## config.mk

```make
export PLATFORM = sky130hd
export DESIGN_NAME = pinwheel_mmio
export DESIGN_NICKNAME = d
export VERILOG_FILES = /design/src/rtl/pinwheel_mmio_pkg.sv /design/src/rtl/pinwheel_mmio_fifo.sv /design/src/rtl/pinwheel_mmio.sv
export SDC_FILE = /design/constraint.sdc
export NUM_CORES = 1
export LEC_CHECK = 0
export BUFFER_PORTS_ARGS = -buffer_cell sky130_fd_sc_hd__buf_2
export CAP_MARGIN = 10
export CORE_AREA = 2 2 179 181
export DETAILED_ROUTE_END_ITERATION = 10
export DIE_AREA = 0 0 181 183
export PLACE_DENSITY = 0.54
export SETUP_SLACK_MARGIN = 0.02
export SYNTH_ARGS = -nofsm -noshare
export SYNTH_HDL_FRONTEND = slang
export SYNTH_HIERARCHICAL = 1
export SYNTH_SLANG_ARGS = --single-unit
```

## constraint.sdc

```tcl
create_clock -name clock -period 4.1 [get_ports clock]
set_input_delay 0.82 -clock clock [delete_from_list [all_inputs] [get_ports clock]]
set_output_delay 0.82 -clock clock [all_outputs]
set_load 0.05 [all_outputs]
```

## src/rtl/pinwheel_mmio_pkg.sv

```systemverilog
// Shared types, register map and helpers for the pinwheel MMIO block.
package pinwheel_mmio_pkg;

    typedef enum logic [1:0] {
        TX_IDLE,
        TX_START,
        TX_DATA,
        TX_STOP
    } tx_state_t;

    localparam logic [3:0] OFF_TXDATA = 4'd0;
    localparam logic [3:0] OFF_STATUS = 4'd1;
    localparam logic [3:0] OFF_DIV    = 4'd2;

    localparam int ST_FULL   = 0;
    localparam int ST_EMPTY  = 1;
    localparam int ST_ACTIVE = 2;
    localparam int ST_OVF    = 3;
    localparam int ST_COUNT  = 8;

    localparam logic [3:0] DEFAULT_DEBUG_TAG  = 4'hF;
    localparam logic [3:0] DEFAULT_SERIAL_TAG = 4'hC;

    localparam logic [15:0] DIV_MIN = 16'd2;

    // A divisor below 2 cannot produce a distinct bit period, so it is raised.
    function automatic logic [15:0] clamp_div(input logic [15:0] v);
        return (v < DIV_MIN) ? DIV_MIN : v;
    endfunction

endpackage

```

## src/rtl/pinwheel_mmio_fifo.sv

```systemverilog
// Synchronous FIFO with occupancy count; a push while full is accepted only alongside a pop.
module sync_fifo #(
    parameter int WIDTH = 8,
    parameter int DEPTH = 8
) (
    input  logic                     clk_i,
    input  logic                     rst_i,
    input  logic                     push_i,
    input  logic                     pop_i,
    input  logic [WIDTH-1:0]         wdata_i,
    output logic [WIDTH-1:0]         rdata_o,
    output logic [$clog2(DEPTH):0]   count_o,
    output logic                     full_o,
    output logic                     empty_o
);
    localparam int AW = $clog2(DEPTH);
    localparam logic [AW:0]   DEPTH_CNT = (AW+1)'(DEPTH);
    localparam logic [AW:0]   CNT_ONE   = (AW+1)'(1);
    localparam logic [AW-1:0] PTR_ONE   = AW'(1);

    logic [WIDTH-1:0] mem_q [DEPTH];
    logic [AW-1:0]    wr_q;
    logic [AW-1:0]    rd_q;
    logic [AW:0]      count_q;
    logic             push_ok;
    logic             pop_ok;

    assign full_o  = (count_q == DEPTH_CNT);
    assign empty_o = (count_q == '0);
    assign count_o = count_q;
    assign rdata_o = mem_q[rd_q];
    assign pop_ok  = pop_i && !empty_o;
    assign push_ok = push_i && (!full_o || pop_ok);

    always_ff @(posedge clk_i) begin
        if (rst_i) begin
            wr_q    <= '0;
            rd_q    <= '0;
            count_q <= '0;
        end else begin
            if (push_ok) wr_q <= wr_q + PTR_ONE;
            if (pop_ok)  rd_q <= rd_q + PTR_ONE;
            case ({push_ok, pop_ok})
                2'b10:   count_q <= count_q + CNT_ONE;
                2'b01:   count_q <= count_q - CNT_ONE;
                default: count_q <= count_q;
            endcase
        end
    end

    always_ff @(posedge clk_i) begin
        if (push_ok) mem_q[wr_q] <= wdata_i;
    end

endmodule

```

## src/rtl/pinwheel_mmio.sv

```systemverilog
// Pinwheel MMIO peripheral: tag-decoded debug register bank and FIFO-fed 8N1 transmitter.
module pinwheel_mmio
    import pinwheel_mmio_pkg::*;
#(
    parameter int         DEBUG_WORDS  = 4,
    parameter int         FIFO_DEPTH   = 8,
    parameter int         CLKS_PER_BIT = 16,
    parameter logic [3:0] DEBUG_TAG    = DEFAULT_DEBUG_TAG,
    parameter logic [3:0] SERIAL_TAG   = DEFAULT_SERIAL_TAG
) (
    input  logic        clock,
    input  logic        tick_reset_in,
    input  logic [31:0] tick_bus_addr,
    input  logic        tick_bus_rden,
    input  logic        tick_bus_wren,
    input  logic [31:0] tick_bus_wdata,
    input  logic [3:0]  tick_bus_wmask,
    output logic [31:0] rdata_ret,
    output logic        hit_ret,
    output logic        serial_tx,
    output logic        serial_busy,
    output logic [31:0] debug_out
);
    localparam int IDX_W = (DEBUG_WORDS > 1) ? $clog2(DEBUG_WORDS) : 1;
    localparam int CNT_W = $clog2(FIFO_DEPTH) + 1;

    logic [3:0]       tag;
    logic [3:0]       widx;
    logic             dbg_sel;
    logic             ser_sel;
    logic [IDX_W-1:0] dbg_idx;
    logic             unused_addr;

    assign tag         = tick_bus_addr[31:28];
    assign widx        = tick_bus_addr[5:2];
    assign dbg_sel     = (tag == DEBUG_TAG);
    assign ser_sel     = (tag == SERIAL_TAG) && !dbg_sel;
    assign dbg_idx     = IDX_W'(32'(widx) % DEBUG_WORDS);
    assign unused_addr = ^{tick_bus_addr[27:6], tick_bus_addr[1:0]};

    logic [31:0] dbg_q [DEBUG_WORDS];

    always_ff @(posedge clock) begin
        if (tick_reset_in) begin
            for (int i = 0; i < DEBUG_WORDS; i++) dbg_q[i] <= '0;
        end else if (tick_bus_wren && dbg_sel) begin
            for (int b = 0; b < 4; b++) begin
                if (tick_bus_wmask[b]) dbg_q[dbg_idx][8*b +: 8] <= tick_bus_wdata[8*b +: 8];
            end
        end
    end

    logic             push;
    logic             pop;
    logic             full;
    logic             empty;
    logic [7:0]       head;
    logic [CNT_W-1:0] count;
    logic             status_wr;
    logic             div_wr;
    tx_state_t        state_q;

    assign push      = tick_bus_wren && ser_sel && (widx == OFF_TXDATA);
    assign status_wr = tick_bus_wren && ser_sel && (widx == OFF_STATUS);
    assign div_wr    = tick_bus_wren && ser_sel && (widx == OFF_DIV);
    // Pop is gated on the registered count, so a byte pushed this edge waits one cycle.
    assign pop       = (state_q == TX_IDLE) && (count != '0);

    sync_fifo #(.WIDTH(8), .DEPTH(FIFO_DEPTH)) u_tx_fifo (
        .clk_i   (clock),
        .rst_i   (tick_reset_in),
        .push_i  (push),
        .pop_i   (pop),
        .wdata_i (tick_bus_wdata[7:0]),
        .rdata_o (head),
        .count_o (count),
        .full_o  (full),
        .empty_o (empty)
    );

    logic        tx_q;
    logic [7:0]  shift_q;
    logic [15:0] cnt_q;
    logic [2:0]  bit_q;
    logic [15:0] div_q;
    logic        bit_done;

    assign bit_done = (cnt_q == 16'd1);

    // Bit counter reloads from div_q only at bit boundaries, so DIV writes never stretch a bit in flight.
    always_ff @(posedge clock) begin
        if (tick_reset_in) begin
            state_q <= TX_IDLE;
            tx_q    <= 1'b1;
        end else begin
            case (state_q)
                TX_IDLE: begin
                    if (pop) begin
                        state_q <= TX_START;
                        tx_q    <= 1'b0;
                        shift_q <= head;
                        cnt_q   <= div_q;
                    end
                end
                TX_START: begin
                    if (bit_done) begin
                        state_q <= TX_DATA;
                        tx_q    <= shift_q[0];
                        bit_q   <= 3'd0;
                        cnt_q   <= div_q;
                    end else begin
                        cnt_q <= cnt_q - 16'd1;
                    end
                end
                TX_DATA: begin
                    if (bit_done) begin
                        cnt_q <= div_q;
                        if (bit_q == 3'd7) begin
                            state_q <= TX_STOP;
                            tx_q    <= 1'b1;
                        end else begin
                            bit_q   <= bit_q + 3'd1;
                            tx_q    <= shift_q[1];
                            shift_q <= {1'b0, shift_q[7:1]};
                        end
                    end else begin
                        cnt_q <= cnt_q - 16'd1;
                    end
                end
                TX_STOP: begin
                    if (bit_done) state_q <= TX_IDLE;
                    else          cnt_q   <= cnt_q - 16'd1;
                end
                default: state_q <= TX_IDLE;
            endcase
        end
    end

    logic        ovf_q;
    logic        busy_q;
    logic        busy_d;
    logic [31:0] rdata_q;
    logic [31:0] rdata_d;
    logic        hit_q;
    logic        hit_d;
    logic [31:0] status;

    assign busy_d = (count != '0) || push ||
                    ((state_q != TX_IDLE) && !((state_q == TX_STOP) && bit_done));

    always_comb begin
        status                 = '0;
        status[ST_FULL]        = full;
        status[ST_EMPTY]       = empty;
        status[ST_ACTIVE]      = (state_q != TX_IDLE);
        status[ST_OVF]         = ovf_q;
        status[ST_COUNT +: 8]  = 8'(count);
    end

    // Read data comes from pre-edge state, so a same-cycle write is not visible.
    always_comb begin
        rdata_d = '0;
        hit_d   = tick_bus_rden && (dbg_sel || ser_sel);
        if (tick_bus_rden && dbg_sel) begin
            rdata_d = dbg_q[dbg_idx];
        end else if (tick_bus_rden && ser_sel) begin
            case (widx)
                OFF_STATUS: rdata_d = status;
                OFF_DIV:    rdata_d = {16'h0000, div_q};
                default:    rdata_d = '0;
            endcase
        end
    end

    always_ff @(posedge clock) begin
        if (tick_reset_in) begin
            div_q   <= 16'(CLKS_PER_BIT);
            ovf_q   <= 1'b0;
            busy_q  <= 1'b0;
            rdata_q <= '0;
            hit_q   <= 1'b0;
        end else begin
            if (push && full && !pop)                        ovf_q <= 1'b1;
            else if (status_wr && tick_bus_wdata[ST_OVF])    ovf_q <= 1'b0;
            if (div_wr) div_q <= clamp_div(tick_bus_wdata[15:0]);
            busy_q  <= busy_d;
            rdata_q <= rdata_d;
            hit_q   <= hit_d;
        end
    end

    assign rdata_ret   = rdata_q;
    assign hit_ret     = hit_q;
    assign serial_tx   = tx_q;
    assign serial_busy = busy_q;
    assign debug_out   = dbg_q[0];

endmodule

```

==> flow_metrics.py <==
metrics = {
    "clocking": {
        "cts_htree_levels": 1,
        "cts_made_buffers": 31,
        "cts_resized": 0,
        "ctsRootBufferMaster": "clkbuf_16",
        "clk_latency_ns": 0.56,
        "numClockSinks": 286,
        "post-cts-setup-buffers": 0,
        "cts_tree": "done",
        "ctsLongestPathBuffers": 3,
        "cts-hold-fix-buffers": 0,
        "clkTransAtPathRegs_ns": 0.06,
    },
    "synthesis": {
        "synth_xor_area_share_pct": 1.41,
        "yosys.area_share.simple_pct": 14.9,
        "syn-num-nets": 945,
        "synth_area_leaders": "edfxtp_1 53%, dfxtp_1 11%, and2_1 7.4%",
        "synthAdderAreaFrac_pct": 1.37,
        "synth_top_family_by_area": "simple AND/OR/NAND/NOR gates",
        "synthFlopType": "edfxtp_1",
        "synth_edf_count": 219,
        "ys_types": 66,
        "synth-seq-cells": 286,
        "netlist_instances": 860,
        "synth.avg_cell_area_um2": 14.4,
        "synth_top_cell_area_share_pct": 53.1,
        "yosysTopAreaCell": "edfxtp_1",
        "synth_compound_area_share_pct": 4.64,
        "synth-async-reset-ratio_pct": 0,
        "syn_area_mm2": 0.0124,
        "seq_area_frac_synth_pct": 63.9,
        "muxShareOfSynthArea_pct": 11.9,
        "yosysWarningCount": 6,
    },
    "finish": {
        "fillers": 2833,
        "drive_above_1_share_pct": 26.7,
        "nNetsFinal": 1087,
        "area_delta_synth_final_pct": 16.9,
        "mostFrequentLayoutCells": "219 x edfxtp_1, 146 x and2_1, 114 x buf_2",
        "n_antenna_cell": 0,
        "final_common_cell": "edfxtp_1",
    },
    "timing": {
        "fin_crit_ns": 3.08,
        "skew_ns": 0.0111,
        "tightestPinTransition_ns": 1.05,
        "fmax_mhz": 324,
        "tns_ns": 0,
        "report.final.slew_viol_count": 0,
        "hold_viol": 0,
        "setup_viol": 0,
        "max-slew-margin-rel_pct": 30.0,
        "finalCritPeriodShare_pct": 75.2,
        "setup_ws_ns": 1.02,
        "grt_setup_unrepaired": "false",
    },
    "global_routing": {
        "grtUsageTotal_pct": 17.5,
        "grt-ovfl-total": 0,
        "grt_max_degree": 29,
        "top_usage_layer": "met2",
        "met2_usage_pct": 28.8,
        "grt_pass1_vias": 7483,
        "grt_pass1_wl_um": 44300,
        "antenna_found_initial": 0,
        "grt_use_met3_pct": 3.08,
        "grtUsageMet1_pct": 24.3,
    },
    "routing": {
        "drtPass1Iterations": 4,
        "drc": 0,
        "wire_per_inst_um": 20.1,
        "first_iter_violations": 379,
        "ant_nets": 0,
        "routed_wl_um": 28700,
        "via_per_inst": 5.10,
        "vias": 7278,
    },
    "floorplan": {
        "initial_core_util_pct": 39.6,
        "pin_count": 139,
        "die_x_um": 181,
        "dieArea_mm2": 0.0331,
        "die_y_um": 183,
        "row_count": 65,
        "core_mm2": 0.0312,
    },
    "critical_path": {
        "path_class": "flip-flop to flip-flop",
        "cp_num_buf_inv": 3,
        "cp_slowest_stage_delay_ns": 0.48,
        "crit_family": "simple AND/OR/NAND/NOR gates",
        "reg2reg_slack_ns": 1.02,
        "worst-r2r-cell-count": 12,
        "path_common_cell": "inv_1",
        "end_kind": "flip-flop",
        "path_cells": "inv_1, ha_1, inv_1, nor2_1, o21ai_2, or2_2, inv_1, ha_1, a21oi_1, nor4bb_1, o21bai_1, a31oi_1",
        "r2r-start": "state_q[0]$_SDFFE_PP0P_",
        "crit_arrival_ns": 3.57,
        "cp.required_ns": 4.59,
        "crit_fanout": 9,
        "r2r_end": "u_tx_fifo/count_o[3]$_SDFFE_PP0P_",
        "start_kind": "flip-flop",
        "crit_path_top_delay_cell": "nor2_1",
    },
    "place": {
        "io_buffers": 114,
        "dp_slack_ns": 1.03,
        "hpwl_um": 19200,
        "gp_congestion": 0.770,
    },
    "power_and_ir_drop": {
        "leakage_nw": 5.23,
        "power.density_mw_per_mm2": 451,
        "irDropWorstVdd_v": 0.000304,
    },
    "run_status": {
        "status": "finished clean",
    },
    "worst_hold_path": {
        "whs_path_depth": 2,
        "whs_endpoint": "ovf_q$_SDFFE_PP0P_",
        "hold_path_class": "flip-flop to flip-flop",
        "min_from": "ovf_q$_SDFFE_PP0P_",
    },
    "run": {
        "maxCapViolations": 0,
    },
}
-- worst register-to-register path, stage by stage (launching register included) --
cell and delay (ns):
dfxtp_1 0.33, inv_1 0.08, ha_1 0.34, inv_1 0.16
nor2_1 0.48, o21ai_2 0.18, or2_2 0.33, inv_1 0.08
ha_1 0.26, a21oi_1 0.26, nor4bb_1 0.26, o21bai_1 0.11
a31oi_1 0.13
-- stage by stage --
stage | utilization, % | hold WS, ns | cells | power [mW] | instance area, µm²
after floorplan | - | 0.430 | 860 | 3.73 | 12400
after global placement | 43.2 | 0.467 | 1371 | 3.91 | 13500
after detailed placement | 43.2 | 0.477 | 1371 | 3.92 | 13500
after CTS | 46.3 | 0.485 | 1428 | 6.60 | 14500
after global routing | 46.3 | 0.538 | 1428 | 6.77 | 14500
final | 46.3 | 0.483 | 1428 | 6.52 | 14500
-- sequential cells by signal (all words and copies together), names as in the netlist, named ones only --
signal,cells
u_tx_fifo/mem_q,64
bit_q,3
u_tx_fifo/rd_q,3
u_tx_fifo/count_o,4
dbg_q,128
hit_ret,1
serial_busy,1
u_tx_fifo/wr_q,3
div_q,16
cnt_q,16
rdata_ret,32
serial_tx,1
state_q,2
shift_q,8
ovf_q,1
-- per-layer routing --
metal,up-vias,part of all wire (%)
met5,-,0
met4,0,1.8
met3,42,5.4
met2,188,47
met1,3580,46
li1,3468,-
-- Yosys cell counts, drive strengths merged (2+ instances only) --
cell,number
nor2b,6
nand2,46
buf,14
or3,5
a21boi,2
o21ai,25
xnor2,14
a21o,2
clkbuf,21
edfxtp,219
mux4,48
mux2,15
o31ai,2
a21oi,9
a31oi,3
or2,18
nand3b,2
or4,3
nand3,5
o21bai,5
inv,12
nor4,8
nor2,65
and2,146
ha,12
a22o,4
and3,2
mux2i,18
xor2,6
o211ai,3
a22oi,12
nor3,16
nand2b,7
dfxtp,67
a211oi,2
-- worst max-delay path by stage --
stage,end,from,cells past startpoint,slack [ns]
floorplan,u_tx_fifo/mem_q[0][0]$_DFFE_PP_,tick_bus_addr[2],6,0.82
global placement,u_tx_fifo/count_o[3]$_SDFFE_PP0P_,tick_bus_addr[5],12,1.01
detailed placement,u_tx_fifo/count_o[3]$_SDFFE_PP0P_,tick_bus_addr[5],12,1.03
CTS,u_tx_fifo/count_o[3]$_SDFFE_PP0P_,state_q[0]$_SDFFE_PP0P_,12,1.02
global route,u_tx_fifo/count_o[3]$_SDFFE_PP0P_,state_q[0]$_SDFFE_PP0P_,12,0.67
finish,u_tx_fifo/count_o[3]$_SDFFE_PP0P_,state_q[0]$_SDFFE_PP0P_,12,1.02
-- cell families (layout without fill, tap and decap cells) --
group / Yosys count / count (layout)
buffers and inverters: 47 / 213
AO/OA/AOI/OAI: 79 / 79
multiplexers: 81 / 81
AND/OR/NAND/NOR: 334 / 334
adder cells (fa/ha/maj): 13 / 13
flip-flops: 286 / 286
XOR/XNOR: 20 / 20
-- where the power goes --
| part | switching [mW] | internal, mW |
|---|---|---|
| clock network | 1.11 | 1.56 |
| registers | 0.0558 | 3.24 |
| logic | 0.360 | 0.190 |
| total | 1.53 | 4.99 |
-- cell type report --
cell class                      instances  area [µm²]  area share [%]
Sequential cell                       286        7920            54.7
Timing Repair Buffer                  144         796            5.50
Tap cell                              402         503            3.48
Multi-Input combinational cell        527        4240            29.3
Clock buffer                           43         851            5.88
Clock inverter                         14         118           0.813
Inverter                               12        45.0           0.311
Note: power is estimated with default switching activity, not from simulation.
